--- config.mk ---
export PLATFORM = sky130hd
export DESIGN_NAME = conv_result_gather_flat
export DESIGN_NICKNAME = d
export VERILOG_FILES = /design/src/rtl/conv_result_gather_if.sv /design/src/rtl/conv_result_gather.sv /design/src/flat_wrapper.sv
export SDC_FILE = /design/constraint.sdc
export NUM_CORES = 1
export LEC_CHECK = 0
export ABC_AREA = 1
export CAP_MARGIN = 20
export CORE_AREA = 2 2 143 145
export CTS_BUF_LIST = sky130_fd_sc_hd__clkbuf_8
export CTS_CLUSTER_SIZE = 20
export DETAILED_ROUTE_END_ITERATION = 7
export DIE_AREA = 0 0 145 147
export SKIP_CTS_REPAIR_TIMING = 1
export SYNTH_ARGS = -nofsm -noshare
export SYNTH_HDL_FRONTEND = slang
export SYNTH_SLANG_ARGS = --single-unit
--- constraint.sdc ---
create_clock -name clk -period 4.4 [get_ports clk]
set_input_delay 0.44 -clock clk [delete_from_list [all_inputs] [get_ports clk]]
set_output_delay 0.44 -clock clk [all_outputs]
set_load 0.1 [all_outputs]
--- src/rtl/conv_result_gather_if.sv ---
// conv_result_gather_if: handshake bundle between a result producer, the gather block and the downstream layer.
// Parameters: DATA_WIDTH (bits per result word), N (results per output vector).
// Signals:
//   in_data/in_valid/in_ready   scalar result stream into the gather block
//   flush                       close a partially filled vector (remaining slots zeroed)
//   out_vector/out_valid/out_ready  packed vector to downstream, element k at out_vector[DATA_WIDTH*k +: DATA_WIDTH]
//   fill_count                  number of slots currently filled
// Modports: master = producer/consumer side, slave = gather block.
interface conv_result_gather_if #(
   parameter int DATA_WIDTH = 32,
   parameter int N = 4
);
   localparam int CW = $clog2(N + 1);
   logic [DATA_WIDTH-1:0] in_data;
   logic in_valid;
   logic in_ready;
   logic flush;
   logic [0:N*DATA_WIDTH-1] out_vector;
   logic out_valid;
   logic out_ready;
   logic [CW-1:0] fill_count;
   modport master (output in_data, in_valid, flush, out_ready,
                   input in_ready, out_vector, out_valid, fill_count);
   modport slave (input in_data, in_valid, flush, out_ready,
                  output in_ready, out_vector, out_valid, fill_count);
endinterface

--- src/rtl/conv_result_gather.sv ---
// conv_result_gather: packs N consecutive scalar results into one output-row vector with valid/ready handshakes.
// Ports:
//   clk    rising-edge clock
//   reset  asynchronous active-low reset
//   bus    conv_result_gather_if.slave (in_data/in_valid/in_ready, flush, out_vector/out_valid/out_ready, fill_count)
// Optional: define CONV_RESULT_GATHER_RELU_EN to store negative words (sign bit set, including -0) as zero.
module conv_result_gather #(
   parameter int DATA_WIDTH = 32,
   parameter int N = 4
) (
   input logic clk,
   input logic reset,
   conv_result_gather_if.slave bus
);
   localparam int CW = $clog2(N + 1);
   typedef enum logic {COLLECT, FULL} state_t;
   state_t state;
   logic [DATA_WIDTH-1:0] slot [N];
   logic [CW-1:0] count;
   logic valid;
   logic accept;
   logic pop;
   logic close;
   logic [CW-1:0] base;
   logic [CW-1:0] next;
   logic [DATA_WIDTH-1:0] word;
   logic [0:N*DATA_WIDTH-1] vec;
`ifdef CONV_RESULT_GATHER_RELU_EN
   assign word = bus.in_data[DATA_WIDTH-1] ? '0 : bus.in_data;
`else
   assign word = bus.in_data;
`endif
   assign bus.in_ready = !valid || bus.out_ready;
   assign accept = bus.in_valid && bus.in_ready;
   assign pop = valid && bus.out_ready;
   // A completed vector leaving frees every slot, so a same-edge word lands in slot 0.
   assign base = pop ? '0 : count;
   assign next = base + CW'(accept);
   // Flush only matters while collecting and once at least one slot holds data.
   assign close = bus.flush && (state == COLLECT) && (next != '0);
   always_ff @(posedge clk or negedge reset) begin
      if (!reset) begin
         state <= COLLECT;
         valid <= 1'b0;
         count <= '0;
         for (int k = 0; k < N; k++) slot[k] <= '0;
      end else begin
         for (int k = 0; k < N; k++)
            if (accept && base == CW'(k)) slot[k] <= word;
            else if (close && CW'(k) >= next) slot[k] <= '0;
         if (close || next == CW'(N)) begin
            state <= FULL;
            valid <= 1'b1;
            count <= CW'(N);
         end else begin
            state <= COLLECT;
            valid <= 1'b0;
            count <= next;
         end
      end
   end
   always_comb begin
      vec = '0;
      for (int k = 0; k < N; k++) vec[DATA_WIDTH*k +: DATA_WIDTH] = slot[k];
   end
   assign bus.out_vector = vec;
   assign bus.out_valid = valid;
   assign bus.fill_count = count;
endmodule

--- src/flat_wrapper.sv ---
// flat-port wrapper written by rule: the top's interface ports become plain ports
module conv_result_gather_flat 
#(
   parameter int DATA_WIDTH = 32,
   parameter int N = 4
)
  (clk, reset, bus_in_data, bus_in_valid, bus_flush, bus_out_ready, bus_in_ready, bus_out_vector, bus_out_valid, bus_fill_count);
  conv_result_gather_if #(.DATA_WIDTH(DATA_WIDTH), .N(N)) bus_i ();
  input logic clk;
  input logic reset;
  input wire logic [$bits(bus_i.in_data)-1:0] bus_in_data;
  input wire logic [$bits(bus_i.in_valid)-1:0] bus_in_valid;
  input wire logic [$bits(bus_i.flush)-1:0] bus_flush;
  input wire logic [$bits(bus_i.out_ready)-1:0] bus_out_ready;
  output wire logic [$bits(bus_i.in_ready)-1:0] bus_in_ready;
  output wire logic [$bits(bus_i.out_vector)-1:0] bus_out_vector;
  output wire logic [$bits(bus_i.out_valid)-1:0] bus_out_valid;
  output wire logic [$bits(bus_i.fill_count)-1:0] bus_fill_count;
  assign bus_i.in_data = bus_in_data;
  assign bus_i.in_valid = bus_in_valid;
  assign bus_i.flush = bus_flush;
  assign bus_i.out_ready = bus_out_ready;
  assign bus_in_ready = bus_i.in_ready;
  assign bus_out_vector = bus_i.out_vector;
  assign bus_out_valid = bus_i.out_valid;
  assign bus_fill_count = bus_i.fill_count;
  conv_result_gather #(.DATA_WIDTH(DATA_WIDTH), .N(N)) u_core (.clk(clk), .reset(reset), .bus(bus_i));
endmodule
==> results of run 1 <==
sequential cells by signal, summed over array words and instances (netlist names):
signal and flops:
u_core.bus.out_vector 128, u_core.state 1, u_core.bus.fill_count 3
Yosys cell counts:
library cell / instances
nand3_1: 197
nand2_1: 202
inv_1: 7
ha_1: 2
buf_4: 12
buf_6: 1
nand3_2: 1
nor2_4: 3
buf_2: 25
dfrtp_1: 132
clkbuf_1: 5
nor2_2: 1
nand3b_2: 1
inv_2: 6
nand2_2: 5
nor2_1: 5
stage by stage:
stage	instances	util, %	hold WS, ps
floorplan	605	-	144
global placement	1011	37.0	453
detailed placement	1012	37.1	458
CTS	1044	39.3	144
global route	1044	39.3	177
finish	1044	39.3	135
worst max-delay path, stage by stage:
cell	delay, ps
clkdlybuf4s50_1	450
inv_2	60
nand2_1	60
nand2_1	140
inv_2	50
ha_1	190
ha_1	310
nor2_1	60
nor2_1	220
nand3_1	610
buf_4	450
nand3_1	80
nand2_1	70
cell usage in the layout, fill, tap and decap left out:
| cell | n |
|---|---|
| buf_16 | 1 |
| buf_4 | 10 |
| buf_6 | 1 |
| bufinv_16 | 3 |
| clkbuf_8 | 19 |
| clkdlybuf4s50_1 | 168 |
| clkinv_2 | 2 |
| clkinv_4 | 2 |
| clkinvlp_4 | 5 |
| dfrtp_1 | 132 |
| ha_1 | 2 |
| inv_1 | 8 |
| inv_2 | 6 |
| nand2_1 | 202 |
| nand2_2 | 5 |
| nand3_1 | 197 |
| nand3_2 | 1 |
| nand3b_2 | 1 |
| nor2_1 | 5 |
| nor2_4 | 4 |
logic make-up after synthesis:
kind of cell	share of synthesized area (%)
adder cells (fa/ha/maj)	0.457
buffers and inverters	5.37
flip-flops	60.3
AND/OR/NAND/NOR	33.9
cell type report:
class | instances | area (sq um) | share of cell area, %
Clock inverter | 13 | 159 | 2.04
Tap cell | 270 | 338 | 4.34
Clock buffer | 19 | 262 | 3.36
Timing Repair Buffer | 180 | 1800 | 23.0
Sequential cell | 132 | 3300 | 42.4
Inverter | 13 | 48.8 | 0.626
Multi-Input combinational cell | 417 | 1890 | 24.2
metal layers:
metal  share of wire (%)  vias to the layer above  GRT usage, %
li1                    -                     2299             -
met1                  45                     2328          23.1
met4                0.84                        0          5.10
met2                  47                      158          28.7
met3                 6.5                       10          5.40
met5                   0                        -             0
path summary, 6_finish.rpt:
path / slack, ps / endpoint / from / depth (start not counted)
max: 1520 / u_core.bus.out_vector[50] / bus_out_ready / 13
min: 140 / u_core.state / reset / 1
max reg2reg: 1590 / u_core.bus.out_vector[50] / u_core.state / 11
min reg2reg: 470 / u_core.bus.out_vector[18] / u_core.bus.out_vector[18] / 2
max in group asynchronous: 3280 / u_core.bus.out_vector[55] / reset / 2
min in group clk: 470 / u_core.bus.out_vector[18] / u_core.bus.out_vector[18] / 2
==> results.json, run 1 <==
{
  "status": "completed",
  "grt_use_total_pct": 17.7,
  "n_antenna_cell": 0,
  "finalSetupViolCount": 0,
  "io_buffers": 169,
  "worstMarginPinSlew_ps": 1020,
  "synth_top_area_share_pct": 60.3,
  "initial_utilization_pct": 27.6,
  "final_hold_viol_count": 0,
  "htree_levels": 4,
  "cts_tree": "done",
  "path_clk_slew_ps": 70,
  "design_area_sq_mm": 0.00779,
  "min_period_ps": 2880,
  "clock_path_buffers": 2,
  "vias_per_cell": 4.59,
  "synthCells": 605,
  "synth.area.top_cells": "dfrtp_1 60%, nand3_1 18%, nand2_1 14%",
  "clock_latency_ps": 440,
  "tns_ps": 0,
  "numClockSinks": 132,
  "cp-end-kind": "flop",
  "yosys_warnings": 0,
  "start_kind": "input port",
  "final_antenna_net_count": 0,
  "nNetsFinal": 800,
  "num_vias": 4795,
  "grt.overflow.total": 0,
  "die_y_um": 147,
  "antenna_found_initial": 0,
  "row_count": 52,
  "core_sq_mm": 0.0198,
  "crit_path_max_fanout": 18,
  "first_iter_violations": 289,
  "max_freq_mhz": 347,
  "firstDrtPassIters": 4,
  "yosysTopAreaCell": "dfrtp_1",
  "grt_max_degree": 104,
  "period_share_pct": 65.5,
  "area_growth_pct": 42.2,
  "criticalPathCategory": "in2reg",
  "synth_cell_types": 16,
  "avgSynthCellArea_sq_um": 9.05,
  "rsz0062_at_grt": "no",
  "ys_seq_area_share_pct": 60.3,
  "grt_pass1_vias": 4883,
  "num_io_pins": 170,
  "grt_pass1_wl_mm": 29.1,
  "fill_cells": 1992,
  "hp-class": "in2async",
  "drc": 0,
  "syn-cell-area_sq_mm": 0.00548,
  "drive_above_1_share_pct": 7.75,
  "final-max-slew-violation-count": 0,
  "critPathArrivalTime_ps": 3200,
  "fp.dieW_um": 145,
  "syn_nets": 644,
  "relSlewSlack_pct": 31.7,
  "synth-seq-cells": 132,
  "cap_violations": 0,
  "clock_skew_ps": 11.8,
  "dieArea_sq_mm": 0.0213,
  "cts_inserted_buffers": 17,
  "pre_cts_ws_ps": 991,
  "worstPathRequired_ps": 4720,
  "gp_congestion": 0.786,
  "wl_mm": 18.5,
  "dpl_cell_area_sq_mm": 0.00737,
  "dp_hpwl_mm": 11.9,
  "wl_per_cell_um": 17.7,
  "final.setup.worst_slack_ps": 1520,
  "clockRootBuffer": "clkbuf_8"
}
Power of run 1 is not shown: default switching activity piles up to over one toggle a cycle in this logic, so the estimate is an artifact.
==> run 2: changes to the inputs <==
==> constraint.sdc (replaced) <==
create_clock -name clk -period 2.6 [get_ports clk]
set_input_delay 0.26 -clock clk [delete_from_list [all_inputs] [get_ports clk]]
set_output_delay 0.26 -clock clk [all_outputs]
set_load 0.1 [all_outputs]
==> run 2 against run 1 <==
  * Global-route usage fell by 0.34 points
  * Setup slack got worse by 1100 ps
  * Final cell count increased by 1.5%
  * Worst hold slack better by 190 ps
  * Via count increased by 2.8%
  * Clock skew rose by 2.8 ps
  * Sequential share of layout area grew 1.1 points
  * Critical path type is now reg2reg
  * Die area did not move
  * Core utilization down 0.94 points
  * First-iteration DRC count is 19% higher
  * Sequential cell count unchanged
  * Critical endpoint is now u_core.bus.out_vector[103]
  * Non-clock buffer count rose by 16
==> results.json, run 2 (synthesis results as in run 1) <==
{
  "cts_tree": "done",
  "start_kind": "flop",
  "cts_inserted_buffers": 17,
  "worstMarginPinSlew_ps": 503,
  "pre_cts_ws_ps": 103,
  "largest_reg_flops": 128,
  "min_period_ps": 2200,
  "grt_pass1_vias": 4935,
  "crit_path_max_fanout": 11,
  "hp-class": "in2async",
  "final-max-slew-violation-count": 0,
  "utilization_pct": 38.3,
  "num_vias": 4927,
  "n_antenna_cell": 0,
  "status": "completed",
  "gp_congestion": 0.757,
  "num_io_pins": 170,
  "cp_slowest_stage_delay_ps": 530,
  "r2r-start": "u_core.state",
  "regArea_sq_mm": 0.00331,
  "antenna_found_initial": 0,
  "final.setup.worst_slack_ps": 397,
  "drive_above_1_share_pct": 26.7,
  "path_clk_slew_ps": 90,
  "crit_chain": "nand2_2 -> inv_1 -> nor2_1 -> ha_1 -> ha_1 -> nor2_1 -> nor2_1 -> nand2_1 -> buf_4 -> nand3_1 -> nand2_1",
  "rsz0062_at_grt": "no",
  "initial_utilization_pct": 27.6,
  "cp_common_cell": "nor2_1",
  "final_hold_viol_count": 0,
  "clock_latency_ps": 440,
  "cp.buffers_inverters": 2,
  "core_sq_mm": 0.0198,
  "r2r-end": "u_core.bus.out_vector[103]",
  "r2r_cells": 11,
  "die_y_um": 147,
  "critPathArrivalTime_ps": 2530,
  "final_common_cell": "nand2_1",
  "path_delay_family": "simple AND/OR/NAND/NOR gates",
  "grt_use_total_pct": 17.4,
  "firstDrtPassIters": 4,
  "tns_ps": 0,
  "grt_pass1_wl_mm": 28.7,
  "worstPathRequired_ps": 2920,
  "nNetsFinal": 816,
  "wl_per_cell_um": 17.2,
  "first_iter_violations": 343,
  "relSlewSlack_pct": 66.4,
  "cp-end-kind": "flop",
  "finalSetupViolCount": 0,
  "vias_per_cell": 4.65,
  "row_count": 52,
  "io_buffers": 169,
  "area_growth_pct": 38.8,
  "grt.overflow.total": 0,
  "clock_skew_ps": 14.6,
  "htree_levels": 4,
  "cap_violations": 0,
  "dieArea_sq_mm": 0.0213,
  "drc": 0,
  "period_share_pct": 84.7,
  "dp_hpwl_mm": 12.4,
  "numClockSinks": 132,
  "fill_cells": 2024,
  "rrSetupSlack_ps": 400,
  "max_freq_mhz": 454,
  "clock_path_buffers": 2,
  "cp_slowest_cell": "dfrtp_4",
  "final_antenna_net_count": 0,
  "grt_max_degree": 61,
  "wl_mm": 18.2,
  "worst_hold_slack_ps": 326,
  "final_cell_mix": "200 x nand2_1, 196 x nand3_1, 155 x buf_4, 131 x dfrtp_1, 35 x clkdlybuf4s50_1",
  "fp.dieW_um": 145,
  "clockRootBuffer": "clkbuf_8",
  "criticalPathCategory": "reg2reg",
  "multi_input_area_sq_mm": 0.00191
}
## run 2: cell count changes in the layout (fill, tap and decap cells not counted), sizes merged
cell           previous run  this run
clkdlybuf4s50           168        35
bufinv                    3         2
dlygate4sd3               0         1
clkinvlp                  5         4
clkbuf                   19        18
buf                      12       160
clkinv                    4         5
inv                      14        16
## run 2: worst max-delay path by stage
| stage | to | cells past startpoint | slack [ps] | from |
|---|---|---|---|---|
| floorplan | u_core.bus.out_vector[32] | 12 | 10 | u_core.state |
| global placement | u_core.bus.out_vector[84] | 13 | 130 | bus_out_ready |
| detailed placement | u_core.bus.out_vector[99] | 13 | 100 | bus_out_ready |
| CTS | u_core.bus.out_vector[102] | 11 | 370 | u_core.state |
| global route | u_core.bus.out_vector[105] | 11 | 210 | u_core.state |
| finish | u_core.bus.out_vector[103] | 11 | 400 | u_core.state |
## run 2: cell type report
type,count,area share [%]
sequential,132,43.5
tap,270,4.44
inverter,13,0.642
clock buffer,18,3.26
clock inverter,14,1.83
timing repair buffer,196,21.2
multi-input combinational,417,25.1
## run 2: per-layer routing
layer / track usage, % / vias up / part of all wire [%]
met5: 0 / - / 0
met4: 4.90 / 0 / 1.3
met3: 5.19 / 16 / 7.6
met2: 27.5 / 173 / 47
met1: 23.2 / 2402 / 44
li1: - / 2336 / -
## run 2: worst reg2reg max path, stage by stage (launching register included)
cell and delay (ps):
dfrtp_4 530, nand2_2 100, inv_1 40, nor2_1 210, ha_1 200, ha_1 150
nor2_1 60, nor2_1 280, nand2_1 180, buf_4 220, nand3_1 90, nand2_1 50
## run 2: per-stage QoR
step | cells | cell area, sq um
after CTS | 1059 | 7590
after detailed placement | 1027 | 7210
after global routing | 1060 | 7600
after floorplan | 605 | 5500
after global placement | 1027 | 7210
final | 1060 | 7600
Power of run 2 is left out for the same reason.
==> run 3: changes to the inputs <==
==> constraint.sdc (replaced) <==
create_clock -name clk -period 2 [get_ports clk]
set_input_delay 0.2 -clock clk [delete_from_list [all_inputs] [get_ports clk]]
set_output_delay 0.2 -clock clk [all_outputs]
set_load 0.1 [all_outputs]
==> run 3 against run 2 <==
  * Via count down 0.37%
  * Register-to-register slack worse by 350 ps
  * Final area grew 4.7%
  * Sequential cell count unchanged
  * Global-route usage grew 0.80 points
  * Critical path depth increased by 1
  * Setup slack got worse by 350 ps
  * Clock skew shrank 3.6 ps
  * Routed wire length is 4.5% higher
  * First-iteration DRC count fell by 20%
  * Die area unchanged
  * Largest cell class unchanged
  * Highest routed layer unchanged
==> results.json, run 3 (synthesis results as in run 1) <==
{
  "cap_violations": 0,
  "area_growth_pct": 45.3,
  "dp_cells": 1039,
  "start_kind": "flop",
  "final_hold_viol_count": 0,
  "grt_use_total_pct": 18.2,
  "grt_pass1_vias": 4867,
  "status": "completed",
  "path_clk_slew_ps": 80,
  "fill_cells": 2001,
  "fin_cells": 1075,
  "cp_slowest_cell": "dfrtp_4",
  "drc": 0,
  "criticalPathCategory": "reg2reg",
  "firstDrtPassIters": 4,
  "rsz0062_at_grt": "yes",
  "die_y_um": 147,
  "vias_per_cell": 4.57,
  "core_sq_mm": 0.0198,
  "period_share_pct": 97.5,
  "num_io_pins": 170,
  "wl_per_cell_um": 17.7,
  "first_iter_violations": 276,
  "path_delay_family": "simple AND/OR/NAND/NOR gates",
  "n_antenna_cell": 0,
  "dieArea_sq_mm": 0.0213,
  "drive_above_1_share_pct": 31.3,
  "cts_tree": "done",
  "initial_utilization_pct": 27.6,
  "wl_mm": 19.0,
  "worst_hold_slack_ps": 288,
  "row_count": 52,
  "final_antenna_net_count": 0,
  "worstMarginPinSlew_ps": 518,
  "tns_ps": 0,
  "num_vias": 4909,
  "dp_hpwl_mm": 12.9,
  "finalSetupViolCount": 0,
  "clockRootBuffer": "clkbuf_8",
  "final_cell_mix": "199 x nand2_1, 179 x nand3_1, 160 x buf_4, 130 x dfrtp_1, 35 x clkdlybuf4s50_1",
  "htree_levels": 4,
  "numClockSinks": 132,
  "final-max-slew-violation-count": 0,
  "gp_congestion": 0.773,
  "io_buffers": 169,
  "cp.buffers_inverters": 3,
  "fp.dieW_um": 145,
  "cts_inserted_buffers": 17,
  "relSlewSlack_pct": 65.5,
  "crit_chain": "buf_6 -> nand2_8 -> nand2_4 -> inv_4 -> ha_4 -> ha_4 -> nor2_4 -> nor2_4 -> nand2_4 -> buf_12 -> nand3_1 -> nand2_1",
  "largest_reg_flops": 128,
  "clock_path_buffers": 2,
  "final_common_cell": "nand2_1",
  "cp_slowest_stage_delay_ps": 450,
  "worstPathRequired_ps": 2330,
  "grt_max_degree": 51,
  "clock_skew_ps": 11.0,
  "crit_path_max_fanout": 18,
  "cp-end-kind": "flop",
  "grt.overflow.total": 0,
  "max_freq_mhz": 513,
  "hp-class": "in2async",
  "critPathArrivalTime_ps": 2280,
  "nNetsFinal": 831,
  "min_period_ps": 1950,
  "antenna_found_initial": 0,
  "grt_pass1_wl_mm": 29.7,
  "clock_latency_ps": 450
}
run 3: worst reg2reg max path: cells and delay by family, from the launching register on:
kind                       cells  cell delay [ps]
and+or+nand+nor                7              610
DFF                            1              450
adders and majority gates      2              420
buffers and inverters          3              350
run 3: routing by layer:
metal  part of all wire (%)  GRT usage, %  wire [um]  up-vias
met5                      0             0          0        -
met4                   0.98          5.59        187        0
met3                    4.8          4.32        906       12
met2                     48          29.0       9070      142
met1                     47          24.7       8850     2388
li1                       -             -          -     2367
run 3: path summary, 6_finish.rpt:
check	from	depth (start not counted)	slack, ps	to
worst min-delay path	reset	2	290	u_core.bus.fill_count[1]
worst max-delay path	u_core.state	12	50	u_core.bus.out_vector[124]
min in group clk	bus_in_data[28]	3	400	u_core.bus.out_vector[99]
worst max register to register	u_core.state	12	50	u_core.bus.out_vector[124]
max in group asynchronous	reset	3	1090	u_core.bus.out_vector[27]
worst min register to register	u_core.bus.out_vector[19]	2	480	u_core.bus.out_vector[19]
run 3: area by class of cell:
class	instances	area (sq um)	area share [%]
clock buffer	19	262	3.28
clock inverter	13	101	1.27
inverter	13	51.3	0.644
multi-input combinational	417	2070	26.0
sequential	132	3310	41.6
tap	270	338	4.24
timing repair buffer	211	1830	23.0
run 3: through the flow:
| stage | worst slack (ps) | utilization [%] | area, sq um |
|---|---|---|---|
| 2_1_floorplan | -349 | - | 5640 |
| 3_3_place_gp | -128 | 37.5 | 7450 |
| 3_5_place_dp | -157 | 37.5 | 7450 |
| 4_1_cts | -3.15 | 39.4 | 7810 |
| 5_1_grt | -31.7 | 40.1 | 7960 |
| 6_report | 50.3 | 40.1 | 7960 |
Power of run 3 is left out for the same reason.
